### config.mk
export PLATFORM = sky130hd
export DESIGN_NAME = grant_sel_arbiter
export DESIGN_NICKNAME = d
export VERILOG_FILES = /design/src/rtl/grant_sel_arbiter.sv
export SDC_FILE = /design/constraint.sdc
export NUM_CORES = 1
export LEC_CHECK = 0
export CAP_MARGIN = 10
export CORE_AREA = 2 2 53 60
export CTS_BUF_LIST = sky130_fd_sc_hd__clkbuf_4
export DETAILED_ROUTE_END_ITERATION = 8
export DIE_AREA = 0 0 55 62
export GPL_ROUTABILITY_DRIVEN = 0
export MAX_ROUTING_LAYER = met4
export PLACE_DENSITY = 0.78
export SLEW_MARGIN = 30
export SYNTH_ARGS = -nofsm -noshare
export SYNTH_HDL_FRONTEND = slang
export SYNTH_SLANG_ARGS = --single-unit
### constraint.sdc
create_clock -name Clk -period 3.99 [get_ports Clk]
set_input_delay 1.197 -clock Clk [delete_from_list [all_inputs] [get_ports Clk]]
set_output_delay 1.197 -clock Clk [all_outputs]
set_load 0.01 [all_outputs]
### src/rtl/grant_sel_arbiter.sv
// grant_sel_arbiter: round-robin owner selection for a shared demux path with hold timeout
module grant_sel_arbiter #(
  parameter int SELECT_WIDTH = 3,
  parameter int HOLD_WIDTH   = 4
) (
  input  logic                         Clk,
  input  logic                         Reset_n,
  input  logic [2**SELECT_WIDTH-1:0]   Req,
  input  logic                         Done,
  output logic [SELECT_WIDTH-1:0]      GntSel,
  output logic                         GntValid,
  output logic [2**SELECT_WIDTH-1:0]   Gnt,
  output logic                         Timeout
);
  localparam int N = 2**SELECT_WIDTH;
  typedef enum logic [1:0] {IDLE, GRANT, TURN} arbState;
  arbState state, nextState;
  logic [SELECT_WIDTH-1:0] ptr, pick, idx;
  logic [HOLD_WIDTH-1:0] holdCnt;
  logic atLimit, normalRel, rel;
  assign atLimit   = holdCnt == '1;
  assign normalRel = Done | ~Req[GntSel];
  assign rel       = normalRel | atLimit;
  // first requester after ptr, scanning backwards so the nearest one wins; i=N wraps to ptr itself
  always_comb begin
    pick = ptr;
    idx  = '0;
    for (int i = N; i >= 1; i--) begin
      idx = ptr + SELECT_WIDTH'(i);
      if (Req[idx]) pick = idx;
    end
  end
  // state register
  always_ff @(posedge Clk or negedge Reset_n)
    if (!Reset_n) state <= IDLE;
    else          state <= nextState;
  // next state: TURN always inserts one dead cycle between owners
  always_comb
    nextState = (state == IDLE)  ? (|Req ? GRANT : IDLE) :
                (state == GRANT) ? (rel ? TURN : GRANT) : IDLE;
  // outputs decoded from registered state and select only
  always_comb begin
    GntValid = state == GRANT;
    Gnt      = N'(GntValid) << GntSel;
  end
  // select, pointer, hold counter and timeout pulse; counter cannot pass T since T forces release
  always_ff @(posedge Clk or negedge Reset_n)
    if (!Reset_n) begin
      GntSel  <= '0;
      ptr     <= '1;
      holdCnt <= '0;
      Timeout <= 1'b0;
    end else begin
      Timeout <= (state == GRANT) && atLimit && !normalRel;
      if (state == IDLE && |Req) begin
        GntSel  <= pick;
        holdCnt <= '0;
      end else if (state == GRANT) begin
        if (rel) ptr <= GntSel;
        else     holdCnt <= holdCnt + 1'b1;
      end
    end
endmodule

==> flow_summary.yaml, run 1 <==
clocking:
  numCtsBuffers: 3
  cts-root-buf: "clkbuf_4"
  clockBufferDepth: 2
  cts_resized: 0
  clkLatencyLatePin_ns: 0.27
  clock-sinks: 13
  htree_num_levels: 1
  cts_setup_buffers: 0
  cts_tree: "built"
  cts_hold_buf: 0
  clk_pin_slew_worst_paths_ns: 0.08
place:
  placed_cell_area_um2: 1679
  dpl.cell_count: 202
  dpl.hpwl_um: 2838
  dp_worst_setup_slack_ns: 0.6182
  io_buffers: 23
global_route:
  grt_pass1_vias: 1310
  grt_overflow: 0
  grt_usage_pct: 25.54
  grt_max_degree: 19
  grt_pass1_wl_um: 6065
  antenna_found_initial: 0
drt:
  wire_per_inst_um: 18.00
  ant_nets: 0
  drt_iter0_drc: 60
  drc: 0
  via_count: 1383
  wirelength_um: 3707
  drt_first_pass_iters: 4
  routed_via_density: 6.714
worst_setup_path:
  crit_chain: "inv_1 -> ha_1 -> mux4_2 -> or3_1 -> o311ai_1 -> a32oi_1 -> o221ai_1 -> a21oi_1"
  ff2ff_path_depth: 8
  crit_buf_inv: 1
  crit_path_max_incr_delay_ns: 0.73
  rr_startpoint: "ptr[1]"
  critPathMaxFanout: 14
  cp-start-kind: "flop"
  path_delay_family: "flip-flops"
  cp_slowest_cell: "dfstp_2"
  rrSetupSlack_ns: 0.86
  worstPathRequired_ns: 4.15
  end_kind: "flop"
  setup.worst_path.start: "ptr[1]"
  cp_num_cells: 8
  crit_type: "flop to flop"
  cp.arrival_ns: 3.29
timing:
  drv_slew: 0
  clock.fmax_mhz: 319.6
  fin_ws_ns: 0.8611
  fin_setup_tns_ns: 0
  hold_viol: 0
  fin_skew_ns: 0.004156
  finalSetupViolCount: 0
  rsz0062_at_grt: "no"
  tightest_slew_ns: 0.7846
  max-slew-margin-rel_pct: 47.38
  period_needed_ns: 3.129
  period_share_pct: 78.42
yosys:
  yosysUniqueCellTypes: 44
  avgSynthCellArea_um2: 9.420
  ys_seq_area_share_pct: 22.54
  async_flop_share_pct: 100.0
  synth_top_area_share_pct: 17.14
  yosysMostFrequentCell: "nor2_1"
  syn_area_um2: 1460
  synth_edf_count: 0
  dominantRegCellSynth: "dfrtp_1"
  synthTopCellsByArea: "dfrtp_1 17%, mux4_2 15%, mux2i_1 6.9%"
  yosysTopAreaCell: "dfrtp_1"
  ys_warn_count: 0
  synth_nets: 169
  synth.ff_latch_count: 13
  ys_top_cells_by_count: "13 x nor2_1, 11 x nand2_1, 10 x dfrtp_1, 10 x mux2i_1, 10 x mux4_2"
  syn-instance-count: 155
floorplanning:
  rows: 21
  initial_core_util_pct: 50.52
  die_h_um: 62
  die_area_um2: 3410
  core_area_um2: 2890
  io_pins: 24
  die_x_um: 55
layout:
  layout-drive-gt1-share_pct: 15.12
  final_cell_area_um2: 1709
  stdcell_count: 206
  area_growth_syn_to_layout_pct: 17.05
  final_nets: 187
  fillCellCount: 260
  diodes: 0
power:
  totalPowerFinal_uw: 1553
  power.density_nw_per_um2: 908.8
  ir_drop_v: 0.0005503
  p_leak_uw: 0.0006653
status:
  status: "finished clean"
min_path:
  hp-start: "holdCnt[3]"
  hold_depth: 2
  holdCritPathClass: "flop to flop"
job:
  maxCapViolCount: 0
-- flip-flops by register name, indices dropped and copies added, names as in the netlist --
register and cells:
GntSel 3, Timeout 1, holdCnt 4, ptr 3, state 2
-- final cells by class --
type	instances	area (µm²)	area share, %
inverters	8	30.03	1.757
flip-flops and latches	13	329.1	19.25
multi-input cells	123	1040	60.83
clock buffers	4	30.03	1.757
repair buffers	24	237.7	13.91
well taps	34	42.54	2.489
-- power breakdown --
part | internal (µW) | leakage [µW] | switching, µW | total [µW]
registers | 191 | 0.000162 | 109 | 300
logic | 545 | 0.000485 | 619 | 1160
clock network | 45.5 | 0.0000184 | 43.1 | 88.7
-- metrics by stage --
stage	util (%)	hold WS, ns
after floorplan	-	0.5052
after global placement	58.10	0.5277
after detailed placement	58.10	0.5337
after CTS	59.13	0.5554
after global routing	59.13	0.5973
final	59.13	0.5616
-- kinds of logic after synthesis --
| family | synth area share [%] |
|---|---|
| DFF | 22.54 |
| AOI/OAI and AO/OA | 16.54 |
| xor gates and xnor gates | 3.599 |
| adders and majority gates | 2.571 |
| buffers and inverters | 6.256 |
| muxes | 31.28 |
| and+or+nand+nor | 17.22 |
-- cell usage in the layout, fill, tap and decap left out, types with 3 or more instances in the layout --
cell type / Yosys / layout
clkdlybuf4s50_1: 0 / 23
nor2_1: 13 / 13
nand2_1: 11 / 11
dfrtp_1: 10 / 10
mux4_2: 10 / 10
mux2i_1: 10 / 10
a21oi_1: 8 / 8
inv_1: 7 / 7
nor3_1: 7 / 7
mux2_2: 7 / 7
nand3_1: 6 / 6
o21ai_0: 5 / 5
nor4_1: 4 / 4
xor2_1: 4 / 4
clkbuf_4: 0 / 4
nand2b_1: 3 / 3
a211o_1: 3 / 3
or3_1: 3 / 3
ha_1: 3 / 3
dfstp_2: 3 / 3
-- worst register-to-register path: stages, from the launching register on --
cell      delay, ns
dfstp_2        0.73
inv_1          0.19
ha_1           0.56
mux4_2         0.63
or3_1          0.37
o311ai_1       0.09
a32oi_1        0.15
o221ai_1       0.20
a21oi_1        0.09
-- routing by layer --
layer | GRT usage (%) | share of wire, % | up-vias
li1 | - | - | 640
met1 | 31.87 | 43 | 687
met2 | 42.35 | 50 | 44
met3 | 3.349 | 4.0 | 12
met4 | 9.408 | 2.5 | 0
met5 | - | 0 | -
-- worst paths after layout --
check / to
max reg2reg: GntSel[1]
min reg2reg: holdCnt[3]
max in group asynchronous: state[1]
max: GntSel[1]
min: holdCnt[3]
min in group asynchronous: GntSel[1]
Power figures use the tool's default switching activity.
==> run 2, diff against run 1 <==
Clock period 3.99 ns to 3 ns, I/O delays scaled along.
==> run 2 against run 1 <==
Compared with the run above:
- register-to-register slack got worse by 0.57 ns
- critical path depth is 3 lower
- combinational power is 47% higher
- via count up 3.7%
- power increased by 41%
- non-clock buffer count up 8
- first-iteration DRC count shrank 6.7%
- worst setup slack worse by 0.70 ns
- largest cell class unchanged
- largest power group unchanged
==> flow_summary.yaml, run 2 (synthesis gave the netlist of run 1 again) <==
status:
  status: "finished clean"
worst_setup_path:
  end_kind: "primary output"
  crit_buf_inv: 2
  rrSetupSlack_ns: 0.29
  critPathMaxFanout: 8
  crit_path_max_incr_delay_ns: 0.56
  crit_type: "flop to primary output"
  cp.arrival_ns: 1.94
  crit_chain: "nand2b_2 -> inv_1 -> nand2_1 -> nor3_1 -> clkdlybuf4s50_1"
  cp-start-kind: "flop"
  path_delay_family: "buffers and inverters"
  worstPathRequired_ns: 2.10
  cp_slowest_cell: "clkdlybuf4s50_1"
floorplanning:
  core_area_um2: 2890
  die_h_um: 62
  initial_core_util_pct: 50.52
  rows: 21
  die_x_um: 55
  io_pins: 24
  die_area_um2: 3410
place:
  io_buffers: 23
  dpl.hpwl_um: 3047
  dp_worst_setup_slack_ns: -0.03841
  dpl.cell_count: 210
  placed_cell_area_um2: 1739
timing:
  max-slew-margin-rel_pct: 60.45
  fin_skew_ns: 0.003427
  finalSetupViolCount: 0
  hold_viol: 0
  drv_slew: 0
  fin_ws_ns: 0.1641
  period_share_pct: 94.53
  clock.fmax_mhz: 352.6
  tightest_slew_ns: 0.5914
  period_needed_ns: 2.836
  rsz0062_at_grt: "no"
layout:
  top_regs: "holdCnt x4, GntSel x3, ptr x3"
  multi_input_area_um2: 1047
  stdcell_count: 214
  seq_area_um2: 329.1
  regMostFlops: "holdCnt"
  final_cell_area_um2: 1777
  layout-drive-gt1-share_pct: 20.00
  area_growth_syn_to_layout_pct: 21.68
  largest_register_ffs: 4
  diodes: 0
  final_nets: 195
  fillCellCount: 253
  final_cell_mix: "23 x clkdlybuf4s50_1, 13 x nor2_1, 11 x nand2_1"
  final_common_cell: "clkdlybuf4s50_1"
power:
  totalPowerFinal_uw: 2185
  power_frac_seq_pct: 16.9
  p_clk_share_pct: 5.2
  switching_share_pct: 48.22
  power.density_nw_per_um2: 1230
  p_int_uw: 1131
  p_sw_uw: 1053
  ir_drop_v: 0.0007007
  p_comb_share_pct: 77.8
  p_leak_uw: 0.0007054
drt:
  drc: 0
  drt_iter0_drc: 56
  wirelength_um: 3935
  routed_via_density: 6.701
  ant_nets: 0
  via_count: 1434
  wire_per_inst_um: 18.39
  drt_first_pass_iters: 4
clocking:
  htree_num_levels: 1
  clkLatencyLatePin_ns: 0.28
  numCtsBuffers: 3
  clockBufferDepth: 2
  cts-root-buf: "clkbuf_4"
  cts_tree: "built"
  clock-sinks: 13
  clk_pin_slew_worst_paths_ns: 0.07
global_route:
  grt_usage_pct: 27.70
  grt_overflow: 0
  grt_max_degree: 19
  antenna_found_initial: 0
  grt_pass1_wl_um: 6617
  grt_pass1_vias: 1394
min_path:
  holdCritPathClass: "flop to flop"
job:
  maxCapViolCount: 0
[run 2: cell count changes in the layout (fill, tap and decap cells not counted), sizes merged]
cell / change
buf: +8
[run 2: worst paths after layout]
path | start | to | cells past startpoint
max in group asynchronous | Reset_n | holdCnt[1] | 1
worst max-delay path | state[1] | Gnt[2] | 5
worst max register to register | ptr[1] | GntSel[1] | 8
worst min-delay path | holdCnt[3] | holdCnt[3] | 2
min in group asynchronous | Reset_n | GntSel[0] | 1
worst min register to register | holdCnt[3] | holdCnt[3] | 2
[run 2: repair_timing]
item,in CTS,in global routing
setup endpoints to repair,0,4
setup buffers,0,0
hold buffers,0,0
gates resized for setup,0,1
[run 2: tightest hold or removal path, delay by kind of cell, from the launching register on]
| family | cells | cell delay [ns] |
|---|---|---|
| and+or+nand+nor | 1 | 0.08 |
| DFF | 1 | 0.36 |
| xor gates and xnor gates | 1 | 0.07 |
[run 2: cell type report]
class,count,share of cell area [%]
well taps,34,2.394
inverters,8,1.690
multi-input cells,123,58.94
repair buffers,32,16.76
flip-flops and latches,13,18.52
clock buffers,4,1.690
[run 2: per-stage QoR]
step	setup TNS [ns]	hold slack [ns]	util, %
after CTS	0	0.5594	61.21
after detailed placement	-0.08391	0.5383	60.17
after floorplan	0	0.5052	-
after global routing	0	0.5838	61.47
after global placement	0	0.5256	60.17
final	0	0.5572	61.47
[run 2: power groups by stage]
stage          logic, µW  registers [µW]  clock network (µW)
3_3_place_gp        1610             360                   0
4_1_cts             1670             366                 120
5_1_grt             1850             386                 127
2_1_floorplan       1280             299                   0
3_5_place_dp        1660             369                   0
6_report            1700             369                 115
[run 2: per-layer routing]
| metal | global-route usage [%] | routed length, µm | vias to the layer above |
|---|---|---|---|
| met1 | 33.80 | 1555 | 713 |
| met3 | 3.589 | 135 | 14 |
| li1 | - | - | 659 |
| met5 | - | 0 | - |
| met2 | 47.28 | 2152 | 48 |
| met4 | 9.059 | 91 | 0 |
